`config.mk`:
```
export PLATFORM = sky130hd
export DESIGN_NAME = alu_rs
export DESIGN_NICKNAME = d
export VERILOG_FILES = /design/src/rtl/alu_rs_pkg.sv /design/src/rtl/rs_prio_enc.sv /design/src/rtl/alu_rs.sv
export SDC_FILE = /design/constraint.sdc
export NUM_CORES = 2
export LEC_CHECK = 0
export ABC_AREA = 0
export BUFFER_PORTS_ARGS = -buffer_cell sky130_fd_sc_hd__buf_2
export CORE_MARGIN = 2
export CORE_UTILIZATION = 35
export DETAILED_ROUTE_END_ITERATION = 7
export HOLD_SLACK_MARGIN = 0.12
export SYNTH_ARGS = -nofsm -noshare
export SYNTH_HDL_FRONTEND = slang
export SYNTH_SLANG_ARGS = --single-unit
```
`constraint.sdc`:
```
create_clock -name clk_in -period 5 [get_ports clk_in]
set_input_delay 1 -clock clk_in [delete_from_list [all_inputs] [get_ports clk_in]]
set_output_delay 1 -clock clk_in [all_outputs]
set_load 0.01 [all_outputs]
```
`src/rtl/alu_rs_pkg.sv`:
```
// Shared constants and types for the integer ALU reservation station.
// Operand widths, default geometry and the opcode field encodings.
package alu_rs_pkg;

  localparam int XLEN          = 32;
  localparam int OP_W          = 11;
  localparam int RS_SIZE_DEF   = 8;
  localparam int ROB_WIDTH_DEF = 4;

  // Low seven bits of the packed {funct7[5], funct3, opcode} op field.
  typedef enum logic [6:0] {
    OPC_LUI    = 7'b0110111,
    OPC_AUIPC  = 7'b0010111,
    OPC_JAL    = 7'b1101111,
    OPC_JALR   = 7'b1100111,
    OPC_BRANCH = 7'b1100011,
    OPC_OPIMM  = 7'b0010011,
    OPC_OP     = 7'b0110011
  } opcode_e;

  // Result of snooping one operand against the broadcast buses.
  typedef struct packed {
    logic            pending;
    logic [XLEN-1:0] value;
  } operand_res_t;

endpackage

```
`src/rtl/rs_prio_enc.sv`:
```
// Lowest-index-set-bit priority encoder with a found flag.
// Used to pick both the free slot and the ready slot.
module rs_prio_enc #(
  parameter int N     = 8,
  parameter int IDX_W = (N > 1) ? $clog2(N) : 1
) (
  input  logic [N-1:0]     req,
  output logic             found,
  output logic [IDX_W-1:0] idx
);

  // NOTE: every output gets a default before the loop, so no latch is inferred.
  always_comb begin
    found = 1'b0;
    idx   = '0;
    // Walk downward so the lowest set bit is the last one written.
    for (int i = N - 1; i >= 0; i--) begin
      if (req[i]) begin
        found = 1'b1;
        idx   = IDX_W'(i);
      end
    end
  end

endmodule

```
`src/rtl/alu_rs.sv`:
```
// Reservation station for the integer ALU: holds decoded ALU instructions,
// snoops the ALU/LSB broadcast buses for operands, dispatches one per cycle.
module alu_rs
  import alu_rs_pkg::*;
#(
  parameter int RS_SIZE   = RS_SIZE_DEF,
  parameter int ROB_WIDTH = ROB_WIDTH_DEF
) (
  input  logic                 clk_in,
  input  logic                 rst_n_in,
  input  logic                 rdy_in,
  input  logic                 clear_in,

  input  logic                 issue_valid,
  input  logic [OP_W-1:0]      issue_op,
  input  logic                 issue_q1_valid,
  input  logic [ROB_WIDTH-1:0] issue_q1,
  input  logic [XLEN-1:0]      issue_v1,
  input  logic                 issue_q2_valid,
  input  logic [ROB_WIDTH-1:0] issue_q2,
  input  logic [XLEN-1:0]      issue_v2,
  input  logic [XLEN-1:0]      issue_pc,
  input  logic [XLEN-1:0]      issue_imm,
  input  logic [ROB_WIDTH-1:0] issue_rob_id,
  output logic                 full,

  input  logic                 cdb_alu_valid,
  input  logic [ROB_WIDTH-1:0] cdb_alu_rob_id,
  input  logic [XLEN-1:0]      cdb_alu_value,
  input  logic                 cdb_lsb_valid,
  input  logic [ROB_WIDTH-1:0] cdb_lsb_rob_id,
  input  logic [XLEN-1:0]      cdb_lsb_value,

  output logic                 alu_yes,
  output logic [OP_W-1:0]      alu_op,
  output logic [XLEN-1:0]      alu_v1,
  output logic [XLEN-1:0]      alu_v2,
  output logic [XLEN-1:0]      alu_pc,
  output logic [XLEN-1:0]      alu_imm,
  output logic [ROB_WIDTH-1:0] alu_rob_id
);

  localparam int IDX_W = (RS_SIZE > 1) ? $clog2(RS_SIZE) : 1;

  typedef struct packed {
    logic [OP_W-1:0]      op;
    logic                 q1_valid;
    logic [ROB_WIDTH-1:0] q1;
    logic [XLEN-1:0]      v1;
    logic                 q2_valid;
    logic [ROB_WIDTH-1:0] q2;
    logic [XLEN-1:0]      v2;
    logic [XLEN-1:0]      pc;
    logic [XLEN-1:0]      imm;
    logic [ROB_WIDTH-1:0] rob_id;
  } entry_t;

  logic [RS_SIZE-1:0] busy_q;
  entry_t             slot_q [RS_SIZE];
  entry_t             slot_d [RS_SIZE];

  logic [RS_SIZE-1:0] ready_vec;
  logic               free_found, sel_found;
  logic [IDX_W-1:0]   free_idx, sel_idx;
  logic               ins_en, disp_en;

  operand_res_t       wake1 [RS_SIZE];
  operand_res_t       wake2 [RS_SIZE];
  operand_res_t       ins1, ins2;

  // The ALU bus is tested first so it wins when both buses carry the same id.
  function automatic operand_res_t snoop(input logic                 pending,
                                         input logic [ROB_WIDTH-1:0] q,
                                         input logic [XLEN-1:0]      v);
    operand_res_t r;
    r.pending = pending;
    r.value   = v;
    if (pending && cdb_alu_valid && (q == cdb_alu_rob_id)) begin
      r.pending = 1'b0;
      r.value   = cdb_alu_value;
    end else if (pending && cdb_lsb_valid && (q == cdb_lsb_rob_id)) begin
      r.pending = 1'b0;
      r.value   = cdb_lsb_value;
    end
    return r;
  endfunction

  always_comb begin
    for (int i = 0; i < RS_SIZE; i++) begin
      ready_vec[i] = busy_q[i] & ~slot_q[i].q1_valid & ~slot_q[i].q2_valid;
    end
  end

  rs_prio_enc #(.N(RS_SIZE), .IDX_W(IDX_W)) u_free_enc (
    .req   (~busy_q),
    .found (free_found),
    .idx   (free_idx)
  );

  rs_prio_enc #(.N(RS_SIZE), .IDX_W(IDX_W)) u_ready_enc (
    .req   (ready_vec),
    .found (sel_found),
    .idx   (sel_idx)
  );

  // Both strobes come from registered state, so the dispatched slot and the
  // inserted slot are always different entries.
  assign full    = &busy_q;
  assign ins_en  = rdy_in & ~clear_in & issue_valid & free_found;
  assign disp_en = rdy_in & ~clear_in & sel_found;

  always_comb begin
    ins1 = snoop(issue_q1_valid, issue_q1, issue_v1);
    ins2 = snoop(issue_q2_valid, issue_q2, issue_v2);
    for (int i = 0; i < RS_SIZE; i++) begin
      wake1[i]         = snoop(slot_q[i].q1_valid, slot_q[i].q1, slot_q[i].v1);
      wake2[i]         = snoop(slot_q[i].q2_valid, slot_q[i].q2, slot_q[i].v2);
      slot_d[i]        = slot_q[i];
      slot_d[i].q1_valid = wake1[i].pending;
      slot_d[i].v1       = wake1[i].value;
      slot_d[i].q2_valid = wake2[i].pending;
      slot_d[i].v2       = wake2[i].value;
    end
    if (ins_en) begin
      slot_d[free_idx].op       = issue_op;
      slot_d[free_idx].q1_valid = ins1.pending;
      slot_d[free_idx].q1       = issue_q1;
      slot_d[free_idx].v1       = ins1.value;
      slot_d[free_idx].q2_valid = ins2.pending;
      slot_d[free_idx].q2       = issue_q2;
      slot_d[free_idx].v2       = ins2.value;
      slot_d[free_idx].pc       = issue_pc;
      slot_d[free_idx].imm      = issue_imm;
      slot_d[free_idx].rob_id   = issue_rob_id;
    end
  end

  // NOTE: sequential state uses non-blocking assignments so every flop samples pre-edge values.
  always_ff @(posedge clk_in or negedge rst_n_in) begin
    if (!rst_n_in) begin
      busy_q <= '0;
    end else if (rdy_in) begin
      if (clear_in) begin
        busy_q <= '0;
      end else begin
        if (disp_en) busy_q[sel_idx]  <= 1'b0;
        if (ins_en)  busy_q[free_idx] <= 1'b1;
      end
    end
  end

  // NOTE: slot payload is not reset; busy_q alone qualifies it, which keeps the array a plain register file.
  always_ff @(posedge clk_in) begin
    if (rdy_in) begin
      for (int i = 0; i < RS_SIZE; i++) begin
        slot_q[i] <= slot_d[i];
      end
    end
  end

  always_ff @(posedge clk_in or negedge rst_n_in) begin
    if (!rst_n_in) begin
      alu_yes    <= 1'b0;
      alu_op     <= '0;
      alu_v1     <= '0;
      alu_v2     <= '0;
      alu_pc     <= '0;
      alu_imm    <= '0;
      alu_rob_id <= '0;
    end else if (disp_en) begin
      alu_yes    <= 1'b1;
      alu_op     <= slot_q[sel_idx].op;
      alu_v1     <= slot_q[sel_idx].v1;
      alu_v2     <= slot_q[sel_idx].v2;
      alu_pc     <= slot_q[sel_idx].pc;
      alu_imm    <= slot_q[sel_idx].imm;
      alu_rob_id <= slot_q[sel_idx].rob_id;
    end else begin
      // Stall, flush or nothing eligible: drop the strobe, hold the payload.
      alu_yes <= 1'b0;
    end
  end

endmodule

```
==> flow_metrics.env <==
export IMPL_run_status="complete, but fails checks"
export IMPL_violations="design-rule violations"
export IMPL_syn_mean_instance_area_um2=12.1
export IMPL_count_of_flip_flops_with_a_built_in_enable_after_synthesis=1224
export IMPL_path_cells="or3b_1 > nand2_4 > o41ai_4 > inv_8 > nand2_1 > buf_12 > o221ai_1"
export IMPL_max_vdd_ir_drop_v=0.000358
export IMPL_total_power_uw=29100
export IMPL_drt_vias_per_instance=6.17
export IMPL_yosys_area_top_type="sky130_fd_sc_hd__edfxtp_1"
export IMPL_clkSinkCount=1376
export IMPL_p_seq_share_pct=48.8
export IMPL_antenna_violating_nets_post_route=0
export IMPL_hpwl_mm=144
export IMPL_cts_htree_levels=4
export IMPL_clkLatencyLatePin_ps=850
export IMPL_globalRoute_totalOverflow=0
export IMPL_netSwitchingFraction_pct=27.6
export IMPL_arrival_ps=4530
export IMPL_seq_area_um2=40600
export IMPL_worst_r2r_endpoint="alu_v2[5]"
export IMPL_layout_core_utilization_pct=39.9
export IMPL_clk_network_pwr_share_pct=38.0
export IMPL_share_comb_of_total_power_pct=13.2
export IMPL_synth_seq_cells=1376
export IMPL_worst_path_largest_cell_delay_ps=730
export IMPL_detail_route_first_pass_iterations=8
export IMPL_flow_area_growth_from_synthesis_pct=13.5
export IMPL_portBuffers=376
export IMPL_rows=164
export IMPL_internal_power_uw=21100
export IMPL_drt_iter0_markers=7708
export IMPL_final_period_utilization_pct=76.4
export IMPL_synth_nets=6020
export IMPL_core_area_um2=199000
export IMPL_setup_worst_path_end_class="register"
export IMPL_critPathTopFamily="simple AND/OR/NAND/NOR gates"
export IMPL_yosysWarnings=0
export IMPL_number_of_clock_buffers_inserted_by_tritoncts=151
export IMPL_cts_setup_buffers=0
export IMPL_syn_cell_area_um2=69900
export IMPL_setup_repair_after_global_routing_missed_its_margin="false"
export IMPL_post_synth_main_area_contributors="sky130_fd_sc_hd__edfxtp_1, sky130_fd_sc_hd__mux2i_1, sky130_fd_sc_hd__dfrtp_1"
export IMPL_maximum_number_of_pins_on_one_net_before_global_route_repair=162
export IMPL_area_of_the_multi_input_gates_um2=26800
export IMPL_critical_path_startpoint_type="register"
export IMPL_critPathKind="register to register"
export IMPL_placed_cells=8344
export IMPL_dieArea_um2=203000
export IMPL_timing_critical_path_buf_inv=2
export IMPL_vias=53400
export IMPL_power_density_nw_per_um2=367
export IMPL_fmaxAchievable_mhz=262
export IMPL_most_used_dff_post_synth="sky130_fd_sc_hd__edfxtp_1"
export IMPL_timing_setup_tns_ps=0
export IMPL_fillerInstances=18800
export IMPL_gp_congestion=0.915
export IMPL_post_route_min_period_ps=3820
export IMPL_async_reset_ff_share_pct=11.0
export IMPL_final_cells=8656
export IMPL_cts_root_buffer="sky130_fd_sc_hd__clkbuf_16"
export IMPL_cts_buffer_depth=3
export IMPL_worst_r2r_setup_slack_ps=1180
export IMPL_synthDistinctLibCells=60
export IMPL_total_switching_power_uw=8030
export IMPL_ios=377
export IMPL_remaining_drc_errors=8
export IMPL_critical_path_reg2reg_startpoint="slot_q[4][141]"
export IMPL_min_path_type="primary input to asynchronous set/reset pin"
export IMPL_critical_path_max_fanout=51
export IMPL_clk_pin_slew_worst_paths_ps=60
export IMPL_route_detailed_wl_per_inst_um=30.8
export IMPL_critPathSlowestCell="sky130_fd_sc_hd__nand2_4"
export IMPL_first_global_vias=51300
export IMPL_max_cap_viol_count=0
export IMPL_number_of_nets_in_the_layout=6073
export IMPL_floorplan_initialDensity_pct=35.1
export IMPL_antenna_found_initial=54
export IMPL_global_route_usage_total_pct=25.2
export IMPL_worst_pin_slew_ps=1290
export IMPL_die_width_um=451
export IMPL_finalSetupViolations=0
export IMPL_cts_resized=0
export IMPL_slew_limit_headroom_pct=14.3
export IMPL_floorplan_die_height_um=451
export IMPL_area_share_of_the_largest_cell_type_after_synthesis_pct=52.6
export IMPL_hold_violations=0
export IMPL_final_setup_skew_ps=46.7
export IMPL_post_cts_hold_buffer_count=0
export IMPL_final_max_slew_viol_count=0
export IMPL_drive_above_1_share_pct=16.2
export IMPL_worst_r2r_cell_count=7
export IMPL_global_route_wire_length_before_repair_mm=376
export IMPL_leakage_uw=0.0329
export IMPL_cts_tree="done"
export IMPL_detail_route_wirelength_mm=267
export IMPL_required_time_of_the_critical_path_ps=5710
export IMPL_seq_area_frac_synth_pct=58.0
export IMPL_cells_after_synthesis=5788
power groups by stage:
stage | registers (µW) | clock network [µW] | logic (µW)
after global placement | 14400 | 0 | 3780
after detailed placement | 14400 | 0 | 3840
after floorplan | 14500 | 0 | 1720
after global routing | 14300 | 11600 | 4110
final | 14200 | 11100 | 3850
after CTS | 14200 | 11200 | 3860
logic make-up (layout without fill, tap and decap cells):
logic type                Yosys count  in the layout  synth area share, %
AOI/OAI and AO/OA                1664           1664                 17.1
DFF                              1376           1376                 58.0
and+or+nand+nor                  1080           1080                 6.29
muxes                             900            900                 13.2
buffers and inverters             651            831                 3.88
xor gates and xnor gates          117            117                 1.47
other                               0             32                    0
layer usage:
layer	part of all wire, %	vias up	global-route usage [%]
met5	0.035	-	0
met2	46	3310	40.1
met4	6.0	14	14.6
met1	38	26900	32.1
met3	9.3	776	4.93
li1	-	22500	-
placed cells by master, fill, tap and decap left out, drive strengths merged, types with 8 or more instances in the layout:
| cell type | instances |
|---|---|
| diode | 32 |
| clkinv | 60 |
| nand4 | 40 |
| buf | 524 |
| xnor2 | 34 |
| inv | 31 |
| o32a | 111 |
| xor2 | 83 |
| mux2i | 708 |
| edfxtp | 1224 |
| clkbuf | 209 |
| nand2 | 532 |
| a211o | 386 |
| a21oi | 265 |
| a221oi | 63 |
| a22o | 34 |
| nor3 | 31 |
| nand2b | 10 |
| nor2 | 394 |
| mux2 | 192 |
| dfrtp | 152 |
| a22oi | 229 |
| o221ai | 151 |
| o21ai | 403 |
| nor3b | 8 |
| nand3 | 40 |
metrics by stage:
| stage | hold WS, ps | cell area, µm² | setup WS, ps |
|---|---|---|---|
| after floorplan | 501 | 69900 | 340 |
| after global placement | 472 | 74400 | 697 |
| after detailed placement | 469 | 74400 | 641 |
| after CTS | 147 | 79300 | 1300 |
| after global routing | 171 | 79300 | 1140 |
| final | 188 | 79300 | 1180 |
worst max path at each step:
| stage | from | endpoint | slack, ps | depth (start not counted) |
|---|---|---|---|---|
| final | slot_q[4][141] | alu_v2[5] | 1180 | 7 |
| after global placement | issue_q2[2] | slot_q[1][78] | 700 | 8 |
| after CTS | slot_q[4][141] | alu_v2[5] | 1300 | 7 |
| after floorplan | clear_in | register | 340 | 9 |
| after detailed placement | issue_q2[2] | slot_q[0][94] | 640 | 8 |
| after global routing | slot_q[4][141] | alu_imm[23] | 1140 | 7 |
cells in the mapped netlist (all sizes together) (2+ instances only):
master,n
a31o,3
o2111ai,3
xnor2,34
and2,2
o211ai,2
a211o,386
a22o,34
a22oi,229
buf,216
inv,26
xor2,83
o22ai,2
o32a,111
nor3b,8
edfxtp,1224
nor3,31
clkbuf,408
nor2,394
mux2,192
nand3,40
a21oi,265
nand4b,5
nand2b,10
mux2i,708
a21o,2
or2,4
a221oi,63
o221ai,151
nand4,40
nand2,532
or3,5
nor4,2
dfrtp,152
o21ai,403
or3b,5
area by class of cell:
cell class                      count  share of cell area [%]
Sequential cell                  1376                    51.1
Multi-Input combinational cell   3761                    33.8
Clock buffer                      209                    5.18
Timing Repair Buffer              524                    4.51
Tap cell                         2656                    4.19
Clock inverter                     71                   0.946
Inverter                           27                   0.200
Antenna cell                       32                   0.101
Power figures use the tool's default switching activity.
